**config.mk**
```make
export PLATFORM = sky130hd
export DESIGN_NAME = pipeline_run_ctrl
export DESIGN_NICKNAME = d
export VERILOG_FILES = /design/src/rtl/pipeline_run_ctrl.sv
export SDC_FILE = /design/constraint.sdc
export NUM_CORES = 1
export LEC_CHECK = 0
export BUFFER_PORTS_ARGS = -buffer_cell sky130_fd_sc_hd__buf_2
export CAP_MARGIN = 15
export CORE_UTILIZATION = 40
export CTS_CLUSTER_DIAMETER = 80
export DETAILED_ROUTE_END_ITERATION = 7
export PLACE_DENSITY = 0.8
export SLEW_MARGIN = 20
export SYNTH_ARGS = -nofsm -noshare
export SYNTH_HDL_FRONTEND = slang
export SYNTH_SLANG_ARGS = --single-unit
export TNS_END_PERCENT = 100
```
**constraint.sdc**
```tcl
create_clock -name clk -period 3.4 [get_ports clk]
set_input_delay 0.68 -clock clk [delete_from_list [all_inputs] [get_ports clk]]
set_output_delay 0.68 -clock clk [all_outputs]
set_load 0.05 [all_outputs]
```
**src/rtl/pipeline_run_ctrl.sv**
```systemverilog
// ============================================================================
// pipeline_run_ctrl
// ----------------------------------------------------------------------------
// Run/step/halt controller for the five-stage CPU pipeline.
//
// Produces the single enable that advances the PC and every inter-stage
// register (IF/ID, ID/EX, EX/MEM, MEM/WB). The debug unit drives it with
// RUN / STEP / STOP commands. When ID decodes a halt instruction, the
// controller keeps the pipeline enabled just long enough for the older
// instructions to retire through write-back. It then freezes until reset.
//
// Parameters
//   DATA_WIDTH  width of the executed-cycle counter (default 32)
//   NB_STAGES   pipeline depth, 2 or more (default 5). A halt drains
//               NB_STAGES-1 enabled cycles.
//
// Ports
//   clk          in   clock, all state changes on the rising edge
//   i_rst_n      in   asynchronous active-low reset
//   i_cmd_valid  in   command strobe from the debug unit
//   i_cmd[1:0]   in   00 NOP, 01 RUN, 10 STEP, 11 STOP
//   o_cmd_ready  out  command accepted when i_cmd_valid & o_cmd_ready
//   i_halt       in   halt decoded in ID, only looked at while enabled
//   o_pipe_en    out  enable for PC and all pipeline registers
//   o_busy       out  state is RUN, STEP or DRAIN
//   o_halted     out  state is HALTED
//   o_step_done  out  one-cycle pulse after the enabled cycle of a STEP
//   o_cycle_cnt  out  saturating count of enabled cycles
//
// Build option
//   PIPE_CTRL_CYCLE_CNT_EN  when defined, the cycle counter register is
//                           built. Otherwise o_cycle_cnt is tied to zero.
// ============================================================================
module pipeline_run_ctrl #(
    parameter int DATA_WIDTH = 32,
    parameter int NB_STAGES  = 5
) (
    input  logic                  clk,
    input  logic                  i_rst_n,
    input  logic                  i_cmd_valid,
    input  logic [1:0]            i_cmd,
    output logic                  o_cmd_ready,
    input  logic                  i_halt,
    output logic                  o_pipe_en,
    output logic                  o_busy,
    output logic                  o_halted,
    output logic                  o_step_done,
    output logic [DATA_WIDTH-1:0] o_cycle_cnt
);

    // The drain counter must hold NB_STAGES-2. Its width is clog2 of
    // NB_STAGES-1, with a 1-bit floor so the NB_STAGES=2 build has a
    // legal vector. That build always loads 0 and drains for one cycle.
    localparam int DRAIN_W = (NB_STAGES > 2) ? $clog2(NB_STAGES - 1) : 1;
    localparam logic [DRAIN_W-1:0] DRAIN_LOAD = DRAIN_W'(NB_STAGES - 2);

    // The NOP command (2'b00) has no constant of its own.
    // It falls into the default arm everywhere a command is decoded.
    localparam logic [1:0] CMD_RUN  = 2'b01;
    localparam logic [1:0] CMD_STEP = 2'b10;
    localparam logic [1:0] CMD_STOP = 2'b11;

    typedef enum logic [2:0] {
        ST_IDLE   = 3'd0,
        ST_RUN    = 3'd1,
        ST_STEP   = 3'd2,
        ST_DRAIN  = 3'd3,
        ST_HALTED = 3'd4
    } state_t;

    state_t               state;
    state_t               state_nxt;
    logic [DRAIN_W-1:0]   drain_cnt;
    logic [DRAIN_W-1:0]   drain_cnt_nxt;
    logic                 step_done_nxt;
    logic                 cmd_accept;

    // All externally visible status is a pure decode of the state register.
    // This keeps the enable glitch-free, with no combinational path from
    // any input.
    assign o_pipe_en   = (state == ST_RUN) || (state == ST_STEP) || (state == ST_DRAIN);
    assign o_busy      = o_pipe_en;
    assign o_halted    = (state == ST_HALTED);
    assign o_cmd_ready = (state == ST_IDLE) || (state == ST_RUN);

    assign cmd_accept  = i_cmd_valid & o_cmd_ready;

    // State register, drain counter and the step-done pulse.
    // Reset is asynchronous. Pulling i_rst_n low drops the enable at once,
    // even in the middle of a cycle, which freezes the pipeline in place.
    always_ff @(posedge clk or negedge i_rst_n) begin
        if (!i_rst_n) begin
            state       <= ST_IDLE;
            drain_cnt   <= '0;
            o_step_done <= 1'b0;
        end else begin
            state       <= state_nxt;
            drain_cnt   <= drain_cnt_nxt;
            o_step_done <= step_done_nxt;
        end
    end

    // Next-state logic.
    // i_halt only matters in the states that enable the pipeline, because
    // only then does a new instruction reach ID. In RUN the halt check comes
    // before STOP: a halt already in flight must still drain, even if the
    // debugger asked to stop on the same edge. DRAIN ignores i_halt, since
    // anything behind the halt instruction is younger and must not execute.
    always_comb begin
        state_nxt     = state;
        drain_cnt_nxt = drain_cnt;
        step_done_nxt = 1'b0;

        case (state)
            ST_IDLE: begin
                if (cmd_accept) begin
                    case (i_cmd)
                        CMD_RUN:  state_nxt = ST_RUN;
                        CMD_STEP: state_nxt = ST_STEP;
                        default:  state_nxt = ST_IDLE;
                    endcase
                end
            end

            ST_RUN: begin
                if (i_halt) begin
                    state_nxt     = ST_DRAIN;
                    drain_cnt_nxt = DRAIN_LOAD;
                end else if (cmd_accept && (i_cmd == CMD_STOP)) begin
                    state_nxt = ST_IDLE;
                end
            end

            // A step is exactly one enabled cycle. The done pulse is only
            // raised when the step really ends in IDLE. A step that hits a
            // halt turns into a drain instead.
            ST_STEP: begin
                if (i_halt) begin
                    state_nxt     = ST_DRAIN;
                    drain_cnt_nxt = DRAIN_LOAD;
                end else begin
                    state_nxt     = ST_IDLE;
                    step_done_nxt = 1'b1;
                end
            end

            // The halt edge is itself enabled. The drain then supplies the
            // remaining NB_STAGES-1 enabled edges. Counting down from
            // NB_STAGES-2 to 0 gives exactly that many.
            ST_DRAIN: begin
                if (drain_cnt == '0) begin
                    state_nxt = ST_HALTED;
                end else begin
                    drain_cnt_nxt = drain_cnt - DRAIN_W'(1);
                end
            end

            ST_HALTED: begin
                state_nxt = ST_HALTED;
            end

            default: begin
                state_nxt     = ST_IDLE;
                drain_cnt_nxt = '0;
            end
        endcase
    end

`ifdef PIPE_CTRL_CYCLE_CNT_EN
    logic [DATA_WIDTH-1:0] cycle_cnt;

    // Executed-cycle counter.
    // It advances on every enabled edge and sticks at all-ones rather than
    // wrapping, so a long run never looks like a short one.
    always_ff @(posedge clk or negedge i_rst_n) begin
        if (!i_rst_n) begin
            cycle_cnt <= '0;
        end else if (o_pipe_en && (cycle_cnt != '1)) begin
            cycle_cnt <= cycle_cnt + DATA_WIDTH'(1);
        end
    end

    assign o_cycle_cnt = cycle_cnt;
`else
    assign o_cycle_cnt = '0;
`endif

endmodule

```
# After elaboration in Yosys (flattened, before gate mapping)
# Cells that the tools add are included.
# word_totals
regBits	6
in_bits	6
out_inout_bits	37
word_cells	40
# op_classes
addsub	1
eq_ne	12
muxes	12
n_bitwise	2
reduce_logical	10
# op_table
op	n
$pmux 3 s5	1
$mux 3	4
$eq 3x2->1 const B	2
$mux 2	3
$pmux 2 s3	1
$reduce_and 3->1	2
$eq 2x2->1 const B	2
$ne 2x1->1 const B	2
$ne 2x2->1 const B	2
$pmux 2 s2	1
$reduce_or 2->1	2
$eq 3x1->1 const B	1
$eq 3x3->1 const B	1
$logic_not 3->1	1
$logic_or 1x1->1	3
$ne 3x2->1 const B	1
$eq 2x1->1 const B	1
$logic_not 2->1	1
$mux 1	2
$sub 2x1->2 const B	1
$and 1x1->1	1
$logic_and 1x1->1	1
$not 1->1	1

# Logic depth before layout (Yosys ltp)
# Gate-level depths: netlist (run 1).
# depth
word_depth	7
ltp_mapped	5

# Worst setup path before layout (run 1)
# OpenSTA, ideal clock, no wires.
# synth_timing
kind	reg-to-output
start	reg state[0]
end	out o_pipe_en
t_arrival_ns	1.549
required_ns	2.720
slack_ns	1.171
path_stages_with_launch	5
path_cell_list	dfrtp_1 -> buf_6 -> nor2_1 -> nor2_1 -> buf_4
# synth_via
elab_chain_len	3
# synth_rtl
element	line	text
start, declared	71	state_t state;
start signal, assigned	97	state <= state_nxt;
$eq 3x1->1 or $eq 3x2->1 (tied branches)	81	assign o_pipe_en = (state == ST_RUN) || (state == ST_STEP) || (state == ST_DRAIN);
$logic_or 1x1->1	81	
$logic_or 1x1->1 (*)	81	
end, declared	44	output logic o_pipe_en,
# Every way passes the cells marked *; elsewhere a longest branch is shown, timed or not.

# Worst setup path in the final report (run 1)
# layout_timing
start	reg state[1]
end	out o_halted
# layout_via
elab_chain_len	1
# layout_rtl
element	line	text
$eq 3x3->1	83	assign o_halted = (state == ST_HALTED);
end, declared	46	output logic o_halted,
# Every way passes these cells.

==> run metrics, run 1 <==
status=complete, but fails checks; failing checks=design-rule violations; gpl congestion=0.793; reg2reg setup slack=1970 ps; main combinational cell family by area after synthesis=buffers and inverters; CP peak stage delay=530 ps; total track usage=10.6%; syn_area_per_cell=8.97 um^2; pre-CTS setup slack=1550 ps; Internal=244 uW; worst vdd ir=309 uV; vias=439; DIE HEIGHT=43.8 um; Synth async-reset ratio=100%; clk buf depth=2; Synth warnings=0; RSZ-0062 raised after global routing=no; PostCTS Resize Cnt=0; Avg WL per Cell=9.25 um; Psw=317 uW; Ports=43; Final period util=62.1%; Crit Path Class=flip-flop to output pin; clock sinks=6; Adder-Cell Fraction of Synth Area=3.22%; routed wire length=944 um; vias in the first global route=336; total gr overflow=0; sw frac=56.5%; crit end category=output pin; Max-cap violations=0; fin. max-slew vios=0; Initial Utilization=44.4%; CTS Hold Buffers Added=0; Num CTS Buffers=3; Cells after Synth=78; P&R area growth vs syn=-9.84%; diodes inserted=0; Seq cells post-synth=6; largest area contributor in the netlist=buf_4; setup TNS=0 ps; Req. time, crit path=2720 ps; Port Buffers=10; RR Startpoint=state[1]; number of flops mapped to enable cells by yosys=0; Synth area leaders=buf_4 35%, dfrtp_1 21%, nand3b_4 2.9%, nor4b_1 2.5%, nor2_1 2.1%; drt pass-1 iters=8; Logic pwr share=63.0%; row count=14; CP arrival=1430 ps; Worst-Skew Late Latency=240 ps; post-route minimum period=2110 ps; Root Buffer Master=clkbuf_4; Synth cell types=34; sequential area share after synthesis=21.5%; die area=1920 um^2; drt drc=4; Critical Path Fanout Max=14; Pleak=0.361 nW; CTS H-Tree Depth=1; Setup violations, final=0; share of cells above drive strength 1=20.9%; CP Depth=3; Worst Reg-to-Reg Cells=3; Worst Hold Class=input pin to asynchronous set/reset pin; CP delay by family, top=flip-flops; Vias/cell=4.30; Worst Path Buf+Inv=1; most common cell in the netlist=buf_4; post-synthesis xor/xnor area fraction=1.25%; mapped cell area=699 um^2; setup ws final=1290 ps; Final ANT Viol Nets=0; Peak Freq=0.474 GHz; initial drt markers=10; skew final=3.57 ps; area of the core=1580 um^2; die extent in x=43.8 um; power per cell area=890 nW/um^2; clock transition at the registers of the reported paths=40 ps; mux contribution to synthesized area=1.43%; initial antenna violation count=0; layout net count=95; crit path max-delay cell type=dfrtp_1; CTS tree=yes; count of final hold-check violations=0; Clock power frac=11.3%; commonest cells in the netlist=33 x buf_4, 6 x dfrtp_1, 4 x nor2_1; Post-CTS Setup Repair Bufs=0; RR Endpoint=state[0]; largest net degree at the start of global routing=15; Post-Synth Simple-Gate Area=19.1%; sequential share of power=25.7%; CP Launch Type=flip-flop; first-pass GRT wire length=1.41 mm; crit-path cells=nor2_1, and2_1, buf_2; Compound-Gate Fraction of Synth Area=11.6%; share of the synthesized area in the top cell type=35.4%; Most used DFF post-synth=dfrtp_1; DP HPWL=726 um
[worst reg2reg max path: stages (launching register included)]
cell and delay [ps]:
dfrtp_1 620, and2_2 270, a211oi_1 90, a221o_1 330
[flip-flops by register name, indices dropped and copies added (netlist names)]
signal and count:
state 3, drain_cnt 2, o_step_done 1
[layout by cell type (no fill, tap or decap), types with 2 or more instances in the layout]
master / count
buf_2: 10
nor4b_1: 2
inv_1: 3
nor2_1: 4
nand2b_1: 2
dfrtp_1: 6
clkbuf_4: 3
conb_1: 32
[power groups by stage]
stage	Sequential, mW	Clock [mW]	Combinational [mW]
2_1_floorplan	0.122	0	0.382
3_3_place_gp	0.140	0	0.351
3_5_place_dp	0.144	0	0.355
4_1_cts	0.144	0.0665	0.356
5_1_grt	0.150	0.0685	0.378
6_report	0.144	0.0635	0.354
[per-layer routing]
metal / wire, um / part of all wire (%) / vias up / global-route usage [%]
li1: - / - / 215 / -
met1: 448 / 47 / 192 / 12.9
met2: 416 / 44 / 30 / 16.4
met3: 63 / 6.7 / 2 / 2.50
met4: 16 / 1.7 / 0 / 7.50
met5: 0 / 0 / - / 0
[worst max path at each step]
stage,start,to,slack (ps)
6_report,state[1],o_halted,1290
5_1_grt,state[1],o_pipe_en,1210
4_1_cts,state[1],o_halted,1270
3_5_place_dp,state[1],o_halted,1550
3_3_place_gp,state[1],o_halted,1590
2_1_floorplan,state[0],o_pipe_en,1170
[kinds of logic after synthesis]
kind of cell / Yosys count
compound gates: 9
xor+xnor: 1
fa+ha+maj: 2
buf+inv: 39
flops: 6
mux: 1
other cells: 1
simple gates: 19
[stage by stage]
step	total power [mW]	instance area, um^2	std cells	utilization, %	hold slack, ps
2_1_floorplan	0.504	816	109	-	384
3_3_place_gp	0.491	608	99	38.6	505
3_5_place_dp	0.499	608	99	38.6	505
4_1_cts	0.566	631	102	40.0	245
5_1_grt	0.596	631	102	40.0	247
6_report	0.561	631	102	40.0	248
[cell type report]
class,count,area (um^2)
clock buffer,3,22.5
fill,170,946
inverter,3,11.3
multi-input combinational,64,377
sequential,6,150
tap,16,20.0
timing repair buffer,10,50.0
Note: power is estimated with default switching activity, not from simulation.
==> run 2, diff against run 1 <==
- CORE_UTILIZATION: 40 -> 38
- clock period: 3.4 -> 1.9 ns (I/O delays scaled with it)
==> run 2 against run 1 <==
Net effect: the run now ends clean; critical path depth did not move; register-to-register slack got worse by 1500 ps; cell count rose by 11%; non-clock buffer count rose by 2; die area rose by 5.0%; clock power rose by 80%; worst setup slack got worse by 1200 ps; clock skew fell by 2.5 ps; worst hold slack improved by 200 ps; sequential cell count did not move; routed wire length fell by 0.42%; first-iteration DRC count fell by 10%; critical path type unchanged.
==> run metrics, run 2 (same netlist as run 1, synthesis figures left out) <==
Clock power frac=11.1%; vias in the first global route=333; CP arrival=1400 ps; CP delay by family, top=flip-flops; Area after DPL=629 um^2; crit end category=output pin; CTS Hold Buffers Added=1; first-pass GRT wire length=1.35 mm; die extent in x=44.9 um; Worst Hold Class=input pin to flip-flop; Req. time, crit path=1520 ps; share of cells above drive strength 1=22.7%; Port Buffers=10; Num CTS Buffers=3; drt pass-1 iters=5; post-placement cell count=109; Root Buffer Master=clkbuf_4; drt drc=0; Largest register FFs=3; clock sinks=6; fin. max-slew vios=0; power per cell area=1550 nW/um^2; count of final hold-check violations=0; gpl congestion=0.831; status=finished clean; met3 wire len=82 um; most frequent cells in the layout=32 x conb_1, 10 x buf_2, 6 x dfrtp_1; Final period util=93.8%; worst vdd ir=673 uV; skew final=1.09 ps; crit path max-delay cell type=dfrtp_1; Crit Path Class=flip-flop to output pin; CTS tree=yes; Internal=453 uW; layout net count=97; CP peak stage delay=480 ps; die area=2020 um^2; initial antenna violation count=0; M1 WL=420 um; Logic pwr share=66.9%; initial drt markers=9; Post-CTS Setup Repair Bufs=0; clk buf depth=2; Worst-Skew Late Latency=240 ps; Non-Filler Instances=113; design area=662 um^2; RSZ-0062 raised after global routing=no; Psw=575 uW; routed wire length=940 um; Final ANT Viol Nets=0; leading cell type in the layout, fill and taps excluded=conb_1; vias=453; Ports=43; PostCTS Resize Cnt=0; DIE HEIGHT=44.9 um; sw frac=56.0%; Peak Freq=0.561 GHz; clock transition at the registers of the reported paths=40 ps; area of the core=1730 um^2; Vias/cell=4.01; Pleak=0.370 nW; post-route minimum period=1780 ps; DP HPWL=719 um; Initial Utilization=40.5%; sequential share of power=22.0%; Avg WL per Cell=8.32 um; CP Launch Type=flip-flop; total track usage=9.92%; Largest regs=state: 3 flops, drain_cnt: 2 flops, o_step_done: 1 flops; Critical Path Fanout Max=13; largest net degree at the start of global routing=14; Top reg by flops=state; total gr overflow=0; Max-cap violations=0; met2 WL post-DR=437 um; setup TNS=0 ps; P&R area growth vs syn=-5.37%; uppermost routed layer=met3; Setup violations, final=0; diodes inserted=0; crit-path cells=nor2_1, and2_1, buf_2; row count=15; Worst Path Buf+Inv=1; total chip power=1.03 mW; CTS H-Tree Depth=1; filler cell count=194
## run 2: cell types whose count changed in the layout (fill, tap and decap cells not counted), sizes merged
cell	previous run	this run
dlygate4sd3	0	1
buf	10	11
## run 2: per-stage QoR
stage / setup WS, ps / util (%) / hold slack [ps]
after detailed placement: 391 / 36.4 / 209
after global routing: 46.0 / 38.3 / 446
after global placement: 441 / 36.4 / 205
after floorplan: 240 / - / 84.4
final: 117 / 38.3 / 449
after CTS: 118 / 38.3 / 430
## run 2: area by class of cell
type	instances	area, um^2	area share (%)
multi-input cells	64	379	57.3
clock buffers	3	22.5	3.40
well taps	25	31.3	4.73
flip-flops and latches	6	150	22.7
inverters	3	11.3	1.70
repair buffers	12	67.6	10.2
## run 2: worst reg2reg max path, stage by stage (launching register included)
cell      delay [ps]
dfrtp_1          480
and2_2           280
a211oi_1         330
a221o_1          230
## run 2: path summary, 6_finish.rpt
kind                       slack, ps  cells after the start      endpoint    startpoint
max                              120                      3      o_halted      state[0]
min                              450                      2   o_step_done        i_halt
max reg2reg                      520                      3      state[0]      state[0]
min reg2reg                      540                      2  drain_cnt[1]  drain_cnt[1]
max in group asynchronous       1270                      2  drain_cnt[1]       i_rst_n
min in group asynchronous        490                      2   o_step_done       i_rst_n
## run 2: per-layer routing
metal / vias to the layer above / GRT usage [%]
met5: - / 0
met4: 0 / 9.09
met3: 0 / 4.00
met2: 27 / 13.5
met1: 207 / 11.8
li1: 219 / -
## run 2: power by group through the flow
stage          combinational, mW  sequential [mW]  clock, mW
6_report                   0.688            0.226      0.114
5_1_grt                    0.733            0.234      0.130
4_1_cts                    0.690            0.225      0.122
3_5_place_dp               0.685            0.226          0
3_3_place_gp               0.673            0.224          0
2_1_floorplan              0.689            0.218          0
